==> src/rtl/s298_bist_pkg.sv <==
// Shared types and constants for the s298 BIST sequencer.
package s298_bist_pkg;

  typedef enum logic [2:0] {
    IDLE  = 3'd0,
    INIT  = 3'd1,
    RUN   = 3'd2,
    FLUSH = 3'd3,
    DONE  = 3'd4
  } bist_state_t;

  // Feedback taps shared by LFSR and MISR: bits 15, 13, 12, 10.
  localparam logic [15:0] POLY_TAPS = 16'hB400;

endpackage

==> src/rtl/bist_misr.sv <==
// Multiple-input signature register compacting six core outputs.
import s298_bist_pkg::*;

module bist_misr #(
  parameter int unsigned      SIG_W = 16,
  parameter logic [SIG_W-1:0] INIT  = '0
) (
  input  logic             i_clk,
  input  logic             i_rst,
  input  logic             i_load,
  input  logic             i_en,
  input  logic [5:0]       i_data,
  output logic [SIG_W-1:0] o_sig,
  output logic [SIG_W-1:0] o_next
);

  localparam logic [SIG_W-1:0] TAPS = SIG_W'(POLY_TAPS);

  logic [SIG_W-1:0] r_misr;
  logic [SIG_W-1:0] w_step;

  // Next register value; exposed so the controller can judge the final signature on the same edge.
  always_comb begin
    w_step = {r_misr[SIG_W-2:0], ^(r_misr & TAPS)} ^ {{(SIG_W-6){1'b0}}, i_data};
    o_next = r_misr;
    if (i_load) begin
      o_next = INIT;
    end else if (i_en) begin
      o_next = w_step;
    end
  end

  // Signature register.
  always_ff @(posedge i_clk or posedge i_rst) begin
    if (i_rst) begin
      r_misr <= INIT;
    end else begin
      r_misr <= o_next;
    end
  end

  assign o_sig = r_misr;

endmodule

==> src/rtl/s298_bist_ctrl.sv <==
// BIST sequencer for the s298 core: flush, LFSR pattern drive, MISR compaction, golden compare.
import s298_bist_pkg::*;

module s298_bist_ctrl #(
  parameter int unsigned      CNT_W       = 16,
  parameter int unsigned      SIG_W       = 16,
  parameter int unsigned      INIT_CYCLES = 4,
  parameter logic [SIG_W-1:0] MISR_INIT   = '0
) (
  input  logic             CK,
  input  logic             RST,
  input  logic             start,
  input  logic             abort,
  input  logic [SIG_W-1:0] seed,
  input  logic [CNT_W-1:0] num_patterns,
  input  logic [SIG_W-1:0] golden,
  output logic             core_g0,
  output logic             core_g1,
  output logic             core_g2,
  input  logic [5:0]       core_out,
  output logic             busy,
  output logic             done,
  output logic             pass,
  output logic [SIG_W-1:0] signature
);

  localparam int unsigned      ICW  = (INIT_CYCLES > 2) ? $clog2(INIT_CYCLES) : 1;
  localparam logic [SIG_W-1:0] TAPS = SIG_W'(POLY_TAPS);

  bist_state_t      r_state;
  bist_state_t      w_next_state;
  logic [SIG_W-1:0] r_lfsr;
  logic [CNT_W-1:0] r_cnt;
  logic [ICW-1:0]   r_icnt;
  logic             r_first;
  logic             r_pass;
  logic             w_start_ok;
  logic             w_misr_en;
  logic [SIG_W-1:0] w_sig_next;

  assign w_start_ok = start && !abort && (r_state == IDLE || r_state == DONE);

  // r_first stays set until the first RUN cycle passes, which both skips the
  // capture that would see pre-pattern core state and suppresses the FLUSH
  // capture when no pattern was applied (N == 0).
  assign w_misr_en = (r_state == RUN || r_state == FLUSH) && !r_first && !abort;

  // State register.
  always_ff @(posedge CK or posedge RST) begin
    if (RST) begin
      r_state <= IDLE;
    end else begin
      r_state <= w_next_state;
    end
  end

  // Next-state and core/status outputs.
  always_comb begin
    w_next_state = r_state;
    core_g0      = 1'b0;
    core_g1      = 1'b0;
    core_g2      = 1'b0;
    busy         = 1'b0;
    done         = 1'b0;
    case (r_state)
      IDLE: begin
        if (start && !abort) begin
          w_next_state = INIT;
        end
      end
      INIT: begin
        core_g0 = 1'b1;
        busy    = 1'b1;
        if (abort) begin
          w_next_state = IDLE;
        end else if (r_icnt == '0) begin
          w_next_state = (r_cnt == '0) ? FLUSH : RUN;
        end
      end
      RUN: begin
        {core_g2, core_g1, core_g0} = r_lfsr[2:0];
        busy = 1'b1;
        if (abort) begin
          w_next_state = IDLE;
        end else if (r_cnt == CNT_W'(1)) begin
          w_next_state = FLUSH;
        end
      end
      FLUSH: begin
        busy         = 1'b1;
        w_next_state = abort ? IDLE : DONE;
      end
      DONE: begin
        done = 1'b1;
        if (abort) begin
          w_next_state = IDLE;
        end else if (start) begin
          w_next_state = INIT;
        end
      end
      default: w_next_state = IDLE;
    endcase
  end

  // Seed/count capture on start, flush countdown, LFSR advance and pattern countdown.
  always_ff @(posedge CK or posedge RST) begin
    if (RST) begin
      r_lfsr  <= '0;
      r_cnt   <= '0;
      r_icnt  <= '0;
      r_first <= 1'b0;
    end else if (w_start_ok) begin
      r_lfsr  <= (seed == '0) ? SIG_W'(1) : seed;
      r_cnt   <= num_patterns;
      r_icnt  <= ICW'(INIT_CYCLES - 1);
      r_first <= 1'b1;
    end else if (!abort) begin
      if (r_state == INIT && r_icnt != '0) begin
        r_icnt <= r_icnt - 1'b1;
      end
      if (r_state == RUN) begin
        r_lfsr  <= {r_lfsr[SIG_W-2:0], ^(r_lfsr & TAPS)};
        r_cnt   <= r_cnt - 1'b1;
        r_first <= 1'b0;
      end
    end
  end

  // Pass flag: judged against the signature DONE will show, held through DONE, cleared elsewhere.
  always_ff @(posedge CK or posedge RST) begin
    if (RST) begin
      r_pass <= 1'b0;
    end else if (w_next_state != DONE) begin
      r_pass <= 1'b0;
    end else if (r_state != DONE) begin
      r_pass <= (w_sig_next == golden);
    end
  end

  assign pass = r_pass;

  bist_misr #(
    .SIG_W (SIG_W),
    .INIT  (MISR_INIT)
  ) u_misr (
    .i_clk  (CK),
    .i_rst  (RST),
    .i_load (w_start_ok),
    .i_en   (w_misr_en),
    .i_data (core_out),
    .o_sig  (signature),
    .o_next (w_sig_next)
  );

endmodule

==> config.mk <==
export PLATFORM = sky130hd
export DESIGN_NAME = s298_bist_ctrl
export DESIGN_NICKNAME = d
export VERILOG_FILES = /design/src/rtl/s298_bist_pkg.sv /design/src/rtl/bist_misr.sv /design/src/rtl/s298_bist_ctrl.sv
export SDC_FILE = /design/constraint.sdc
export NUM_CORES = 1
export LEC_CHECK = 0
export BUFFER_PORTS_ARGS = -buffer_cell sky130_fd_sc_hd__buf_4
export CORE_ASPECT_RATIO = 2
export CORE_MARGIN = 5
export CORE_UTILIZATION = 37
export DETAILED_ROUTE_END_ITERATION = 16
export PLACE_DENSITY = 0.62
export SLEW_MARGIN = 20
export SYNTH_ARGS = -nofsm -noshare
export SYNTH_HDL_FRONTEND = slang
export SYNTH_SLANG_ARGS = --single-unit
==> constraint.sdc <==
create_clock -name CK -period 2.5 [get_ports CK]
set_clock_uncertainty 0.15 [all_clocks]
set_input_delay 0.25 -clock CK [delete_from_list [all_inputs] [get_ports CK]]
set_output_delay 0.25 -clock CK [all_outputs]
set_load 0.01 [all_outputs]
Yosys cells after proc, flatten, opt, wreduce, memory -nomap -nowiden. Cells that the tools add are included.

Output and inout bits: 22. Bits in registers: 55. Input port bits: 58.

Reductions and logical operators: 22. Bitwise gates (word level): 1. Add/subtract/negate cells: 2. Equal/unequal tests: 9. Multiplexer cells: 32.

Operators with widths (count): $mux 16 (9); $logic_not 16->1 (2); $reduce_xor 16->1 (2); $mux 3 (8); $eq 16x1->1 const B (1); $eq 16x16->1 (1); $sub 16x1->16 const B (1); $xor 16x6->16 (1); $pmux 3 s5 (1); $mux 1 (10); $reduce_bool 2->1 (4); $eq 3x2->1 const B (2); $mux 2 (3); $ne 3x3->1 const B (2); $logic_and 1x1->1 (5); $reduce_and 2->1 (2); $eq 3x1->1 const B (1); $eq 3x3->1 const B (1); $logic_not 3->1 (1); $reduce_or 3->1 (1); $logic_not 1->1 (2); $logic_not 2->1 (1); $logic_or 1x1->1 (2); $ne 2x1->1 const B (1); other kinds (2) (2).

Longest topological paths before layout. Gate-level depths: netlist of the first run.

Depth after elaboration: 9. Depth in mapped cells: 8. Mapped depth without buffers: 7.

Cells and area by module. A second synthesis of the first run with hierarchy kept.

Cells, all modules: 326. Area, all modules: 3185.6 um^2.

By module, submodules not included: s298_bist_ctrl (times used 1, area an instance 2463.6 um^2, cells an instance 263, sequential area each 975.9 um^2); bist_misr (times used 1, area an instance 721.9 um^2, cells an instance 63, sequential area each 400.4 um^2).

Worst setup path before layout of the first run. Ideal clock, no wire load.

Path kind: register to register. From: reg r_state[2]. To: reg r_pass (netlist: pass). Arrival: 2058 ps. Clock period less this slack: 2303 ps. Setup time: 95 ps. Stages on the path, launching flop included: 8. Slack: 197 ps. Path through: dfrtp_1 -> buf_6 -> nor4b_4 -> mux2i_1 -> mux2_1 -> nor4_2 -> nand4_1 -> o31ai_1.

Longest elaborated chain between the ends: 9. Elaborated cells between the ends (all ways): 26. Those cells by class: 7 x eq/ne; 12 x mux; 7 x reduce/logical.

Ends and longest elaborated chain: start, declared (line s298_bist_ctrl.sv:30) `bist_state_t r_state;`; start signal, assigned (line s298_bist_ctrl.sv:53) `r_state <= w_next_state;`; $eq 3x2->1 (line s298_bist_ctrl.sv:46, s298_bist_ctrl.sv:65); $logic_or 1x1->1 (line s298_bist_ctrl.sv:46) `assign w_misr_en = (r_state == RUN || r_state == FLUSH) && !r_first && !abort;`; $logic_and 1x1->1 (2 in series) (line s298_bist_ctrl.sv:46); $mux 16 (line bist_misr.sv:28) `end else if (i_en) begin`; $mux 16 (line bist_misr.sv:26) `if (i_load) begin`; $eq 16x16->1 (line s298_bist_ctrl.sv:136) `r_pass <= (w_sig_next == golden);`; $mux 1 (line s298_bist_ctrl.sv:135) `end else if (r_state != DONE) begin`; $mux 1 (line s298_bist_ctrl.sv:133) `end else if (w_next_state != DONE) begin`; end signal, assigned (line s298_bist_ctrl.sv:136); end, declared (line s298_bist_ctrl.sv:36) `logic r_pass;`.

Parallel ways exist; a longest one is shown, timed or not. The select of a mux whose other input is x is not followed. A chain may end at the register's enable or synchronous reset.

Worst setup path in the final report of the first run.
From: reg r_first. To: reg r_pass (netlist: pass).

Longest elaborated chain between the ends: 8.

Ends and longest elaborated chain: start, declared (line s298_bist_ctrl.sv:35) `logic r_first;`; start signal, assigned (line s298_bist_ctrl.sv:111) `r_first <= 1'b0;`; start signal, assigned (line s298_bist_ctrl.sv:116) `r_first <= 1'b1;`; start signal, assigned (line s298_bist_ctrl.sv:124) `r_first <= 1'b0;`; $logic_not 1->1 (line s298_bist_ctrl.sv:46); $logic_and 1x1->1 (2 in series) (line s298_bist_ctrl.sv:46); $mux 16 (line bist_misr.sv:28); $mux 16 (line bist_misr.sv:26); $eq 16x16->1 (line s298_bist_ctrl.sv:136); $mux 1 (line s298_bist_ctrl.sv:135); $mux 1 (line s298_bist_ctrl.sv:133).

No other way between the ends. The select of a mux whose other input is x is not followed.

==> results.yml, run 1 <==
clock_tree:
  cts_tree: "built"
  cts_root_buffer: "clkbuf_16"
  clk_latency_ns: 0.30
  cts-buffers-inserted: 5
  path_clk_slew_ns: 0.07
  cts_sinks: 55
  htree_levels: 2
  post_cts_buffers: 0
  clock_path_buffers: 2
setup_path:
  r2r_end: "pass$_DFFE_PP0P_"
  critPathCapture: "pass$_DFFE_PP0P_"
  r2r_slack_ns: 0.13
  path_class: "flop to flop"
  critPathLaunchType: "flop"
  rr_worst_depth: 6
  crit_arrival_ns: 2.42
  path_max_fanout: 3
  startpoint: "r_first$_DFFE_PP0P_"
  crit_required_ns: 2.55
  end_kind: "flop"
  reg2reg_from: "r_first$_DFFE_PP0P_"
synth:
  synth_seq_area_share_pct: 41.76
  synth.avg_cell_area_sq_um: 8.931
  async_reset_ff_share_pct: 100.0
  synthFlopType: "dfrtp_1"
  synth_cell_type_count: 53
  ys_ff_latch: 55
  synth_fp_nets: 431
  synth_edf_count: 0
  syn_area_sq_mm: 0.003296
  syn_inst: 369
  yosys_warnings: 0
place:
  place_congestion: 0.8969
  port_buffers: 79
  hpwl_um: 7603
power:
  leakagePower_nw: 1.777
  power_frac_seq_pct: 48.8
  p_switching_mw: 0.6942
  p_per_area_mw_per_mm2: 557.7
  combinationalPowerShare_pct: 22.0
  swShare_pct: 29.54
  p_int_mw: 1.656
  ir_drop_mv: 0.4697
  p_clk_share_pct: 29.2
drt:
  wl_met3_um: 473
  wl_per_cell_um: 17.50
  drt_iter0_drc: 162
  first_pass_iters: 4
  met1Wirelength_um: 3621
  route.antenna.remaining_nets: 0
  vias_per_cell: 5.536
  num_vias: 3067
  routed_wl_um: 9695
  drc: 0
  dr_wl_met2_um: 5182
  top_layer: "met4"
cells_and_area:
  drive_gt1_share_pct: 26.21
  nets: 515
  fillers: 861
  num_antenna_cells: 0
  synthToLayoutAreaGrowth_pct: 27.87
  post-route-util_pct: 48.73
sta:
  rsz0062_at_grt: "false"
  fin_crit_sh_pct: 94.75
  setup_viol: 0
  slew_violations: 0
  hold_viol: 1
  max_slew_margin_pct: 52.13
  period_minus_slack_ns: 2.369
  hold_ws_ns: -0.001107
  fin_tns_setup_ns: 0
  fmax_mhz: 422.2
  worst_pin_slew_ns: 0.7181
run_status:
  violations: "negative hold slack"
  status: "finished, violations left"
grt:
  grt_first_pass_wirelength_um: 15660
  antenna_found_initial: 0
  grt_max_degree: 56
  overflow: 0
  grt_pass1_vias: 3186
  grt_use_total_pct: 17.74
floorplanning:
  die_area_sq_mm: 0.01101
  die_w_um: 76.74
  num_rows: 48
  core_area_sq_mm: 0.008648
  initial_utilization_pct: 38.11
  io_pins: 80
  die_h_um: 143.5
job:
  max_cap_viol_count: 0
worst_hold_path:
  hp-class: "input pin to async pin"
## sequential cells by signal, summed over array words and instances, names as in the netlist
register,cells
r_icnt,2
r_state,3
r_cnt,16
r_first,1
u_misr.o_sig,16
pass,1
r_lfsr,16
## power groups by stage
stage	logic, mW	clock network [mW]	registers [mW]
finish	0.517	0.687	1.15
global route	0.586	0.739	1.17
CTS	0.526	0.710	1.14
detailed placement	0.526	0	1.16
global placement	0.512	0	1.16
floorplan	0.349	0	1.13
## synthesized netlist by cell type (6+ instances only)
library cell  number  area [sq um]
a21oi_1           13         65.06
a31oi_1            9         56.30
clkbuf_1          10         37.54
dfrtp_1           55          1376
inv_1             14         52.55
mux2i_1           11         110.1
nand2_1           36         135.1
nand3_1            6         30.03
nand3b_1           6         45.04
nor2_1            54         202.7
nor2b_1            6         37.54
nor3_1            12         60.06
nor4_1             9         56.30
o21ai_0           10         50.05
o21ai_1           11         55.05
o22ai_1           13         81.33
xnor2_1           21         183.9
## critical path, stage by stage, from the launching register on
cell     delay (ns)
dfrtp_1        0.42
nor4b_4        0.42
mux2i_1        0.31
mux2_1         0.37
nor4_2         0.21
nand4_1        0.13
o31ai_1        0.26
## per-layer routing
metal  global-route usage, %  vias to the layer above
li1                        -                     1482
met1                   18.71                     1466
met2                   32.41                       91
met3                   3.137                       28
met4                   10.41                        0
met5                       0                        -
## area by class of cell
cell class / instances / area, sq um / share of cell area, %
multi-input combinational: 279 / 1774 / 42.10
tap: 100 / 125.1 / 2.969
timing repair buffer: 98 / 748.2 / 17.76
sequential: 55 / 1376 / 32.66
clock inverter: 1 / 5.005 / 0.1188
clock buffer: 7 / 132.6 / 3.147
inverter: 14 / 52.55 / 1.247
## kinds of logic after synthesis
group / synth area share, %
mux: 4.024
buf+inv: 4.859
xor+xnor: 7.593
compound gates: 15.19
simple gates: 25.06
flops: 41.76
fa+ha+maj: 1.519
## cells in the final DEF, fill, tap and decap left out, types with 10 or more instances in the layout
cell	n
a21oi_1	13
xnor2_1	21
dfrtp_1	55
o21ai_1	11
o22ai_1	13
nand2_1	36
inv_1	13
nor2_1	54
buf_4	97
nor3_1	12
mux2i_1	10
o21ai_0	10
## what timing repair did
| item | 4_1_cts | 5_1_grt |
|---|---|---|
| resized for setup | 0 | 3 |
| endpoints found under the setup margin | 0 | 2 |
| hold buffers | 0 | 0 |
## how the worst min path moves through the flow
stage	slack, ns	end
finish	-0.001	u_misr.o_sig[4]$_DFF_PP0_
global route	0.03	r_cnt[7]$_DFFE_PP0P_
CTS	0.005	r_cnt[1]$_DFFE_PP0P_
detailed placement	0.31	r_cnt[1]$_DFFE_PP0P_
global placement	0.31	r_cnt[0]$_DFFE_PP0P_
floorplan	0.22	r_cnt[0]$_DFFE_PP0P_
## stage by stage
stage | power, mW | cell area [sq um] | hold slack (ns) | setup slack, ns | std cells
floorplan | 1.474 | 3296 | 0.2168 | 0.1967 | 369
global placement | 1.667 | 4068 | 0.3076 | 0.07565 | 546
detailed placement | 1.685 | 4068 | 0.3091 | 0.01006 | 546
CTS | 2.379 | 4205 | 0.004835 | 0.008075 | 554
global route | 2.491 | 4214 | 0.02620 | 0.02737 | 554
finish | 2.350 | 4214 | -0.001107 | 0.1313 | 554
Power figures use the tool's default switching activity.
==> run 2, diff against run 1 <==
CAP_MARGIN = 0   (was default)
PLACE_DENSITY = 0.6   (was 0.62)
clock period = 2.95 ns   (was 2.5 ns; I/O delays follow)
==> run 2 against run 1 <==
- the flow now finishes without violations
- critical endpoint unchanged
- largest power group unchanged
- sequential power shrank 15%
- cell area shrank 1.0%
- fmax shrank 5.9%
- worst setup slack gained 0.30 ns
- clock-buffer cell count shrank 1
- global-route usage grew 0.11 points
- register-to-register slack gained 0.30 ns
==> results.yml, run 2 (synthesized netlist as in run 1, its figures left out) <==
drt:
  routed_wl_um: 9890
  wl_per_cell_um: 18.11
  route.antenna.remaining_nets: 0
  vias_per_cell: 5.614
  drc: 0
  drt_iter0_drc: 192
  first_pass_iters: 4
  num_vias: 3065
grt:
  grt_max_degree: 36
  grt_pass1_vias: 3180
  overflow: 0
  grt_use_total_pct: 17.85
  antenna_found_initial: 0
  grt_first_pass_wirelength_um: 15700
floorplanning:
  io_pins: 80
  die_h_um: 143.5
  die_w_um: 76.74
  initial_utilization_pct: 38.11
  core_area_sq_mm: 0.008648
  die_area_sq_mm: 0.01101
  num_rows: 48
clock_tree:
  cts-buffers-inserted: 5
  ctsResizeCount: 0
  path_clk_slew_ns: 0.07
  cts_tree: "built"
  clock_path_buffers: 2
  cts_root_buffer: "clkbuf_16"
  cts_sinks: 55
  htree_levels: 2
  clk_latency_ns: 0.29
  post_cts_buffers: 0
place:
  hpwl_um: 7813
  place_congestion: 0.9133
  dp_cells: 537
  port_buffers: 79
setup_path:
  crit_arrival_ns: 2.57
  critPathLaunchType: "flop"
  slowest_delay_ns: 0.64
  cp_cell_sequence: "or4b_4 -> a221oi_1 -> a31oi_1 -> a2111oi_0 -> nand3_1 -> o31ai_1"
  crit_required_ns: 3.00
  path_delay_family: "compound AO/OA/AOI/OAI gates"
  path_class: "flop to flop"
  path_buf_inv: 0
  r2r_slack_ns: 0.43
  path_max_fanout: 18
  slowest_stage: "or4b_4"
  end_kind: "flop"
cells_and_area:
  post-route-util_pct: 48.24
  ff_latch_area_sq_mm: 0.001376
  fillers: 862
  nets: 507
  num_antenna_cells: 0
  layoutNonFillerInstCount: 546
  final_cell_mix: "buf_4 (89), dfrtp_1 (55), nor2_1 (54)"
  multiInputGateArea_sq_mm: 0.001765
  synthToLayoutAreaGrowth_pct: 26.58
  final_common_cell: "buf_4"
  drive_gt1_share_pct: 24.66
sta:
  rsz0062_at_grt: "false"
  setup_viol: 0
  period_minus_slack_ns: 2.518
  worst_pin_slew_ns: 0.7602
  hold_viol: 0
  slew_violations: 0
  fmax_mhz: 397.1
  fin_crit_sh_pct: 85.36
  max_slew_margin_pct: 48.01
  fin_tns_setup_ns: 0
power:
  p_clk_share_pct: 32.9
  swShare_pct: 28.04
  combinationalPowerShare_pct: 20.5
  power_frac_seq_pct: 46.6
  leakagePower_nw: 1.750
  p_int_mw: 1.503
  p_per_area_mw_per_mm2: 500.8
  ir_drop_mv: 0.5741
  p_switching_mw: 0.5858
job:
  max_cap_viol_count: 0
run_status:
  status: "finished clean"
worst_hold_path:
  hp-class: "input pin to flop"
run 2: power by group through the flow:
stage	combinational [mW]	clock, mW	sequential, mW
final	0.429	0.686	0.974
after global routing	0.488	0.739	0.986
after CTS	0.438	0.708	0.973
after detailed placement	0.433	0	0.987
after global placement	0.425	0	0.980
after floorplan	0.296	0	0.954
run 2: stage by stage:
step | hold slack (ns) | instance area, sq um | setup WS (ns) | power [mW]
after floorplan | 0.2618 | 3296 | 0.6467 | 1.249
after global placement | 0.2119 | 3988 | 0.5354 | 1.406
after detailed placement | 0.2210 | 3988 | 0.4338 | 1.420
after CTS | 0.04810 | 4172 | 0.4106 | 2.119
after global routing | 0.05689 | 4172 | 0.2745 | 2.213
final | 0.06165 | 4172 | 0.4317 | 2.089
run 2: worst paths after layout:
| kind | startpoint | to | cells after the start |
|---|---|---|---|
| hold / removal | num_patterns[0] | r_cnt[0]$_DFFE_PP0P_ | 3 |
| hold reg to reg | r_lfsr[8]$_DFFE_PP0P_ | r_lfsr[8]$_DFFE_PP0P_ | 2 |
| min in group asynchronous | RST | u_misr.o_sig[3]$_DFF_PP0_ | 3 |
| setup / recovery | r_state[1]$_DFF_PP0_ | pass$_DFFE_PP0P_ | 6 |
| max in group asynchronous | RST | r_state[2]$_DFF_PP0_ | 4 |
| setup reg to reg | r_state[1]$_DFF_PP0_ | pass$_DFFE_PP0P_ | 6 |
run 2: tightest hold or removal path, stage by stage:
cell and delay [ns]:
buf_4 0.08, nand2_1 0.03, o21ai_0 0.06
run 2: cell type report:
cell class	count	area share, %
Inverter	14	1.260
Clock buffer	6	3.329
Multi-Input combinational cell	279	42.32
Tap cell	100	2.999
Sequential cell	55	32.99
Timing Repair Buffer	90	16.26
Clock inverter	2	0.8398
run 2: metal layers:
layer	share of wire, %	up-vias	global-route usage (%)
li1	-	1469	-
met5	0	-	0
met2	55	96	34.47
met3	5.1	22	3.388
met1	36	1478	18.24
met4	3.4	0	7.650
run 2: timing repair:
action / CTS / global route
hold buffers: 1 / 0
setup endpoints to repair: 0 / 0
hold endpoints to repair: 19 / 0
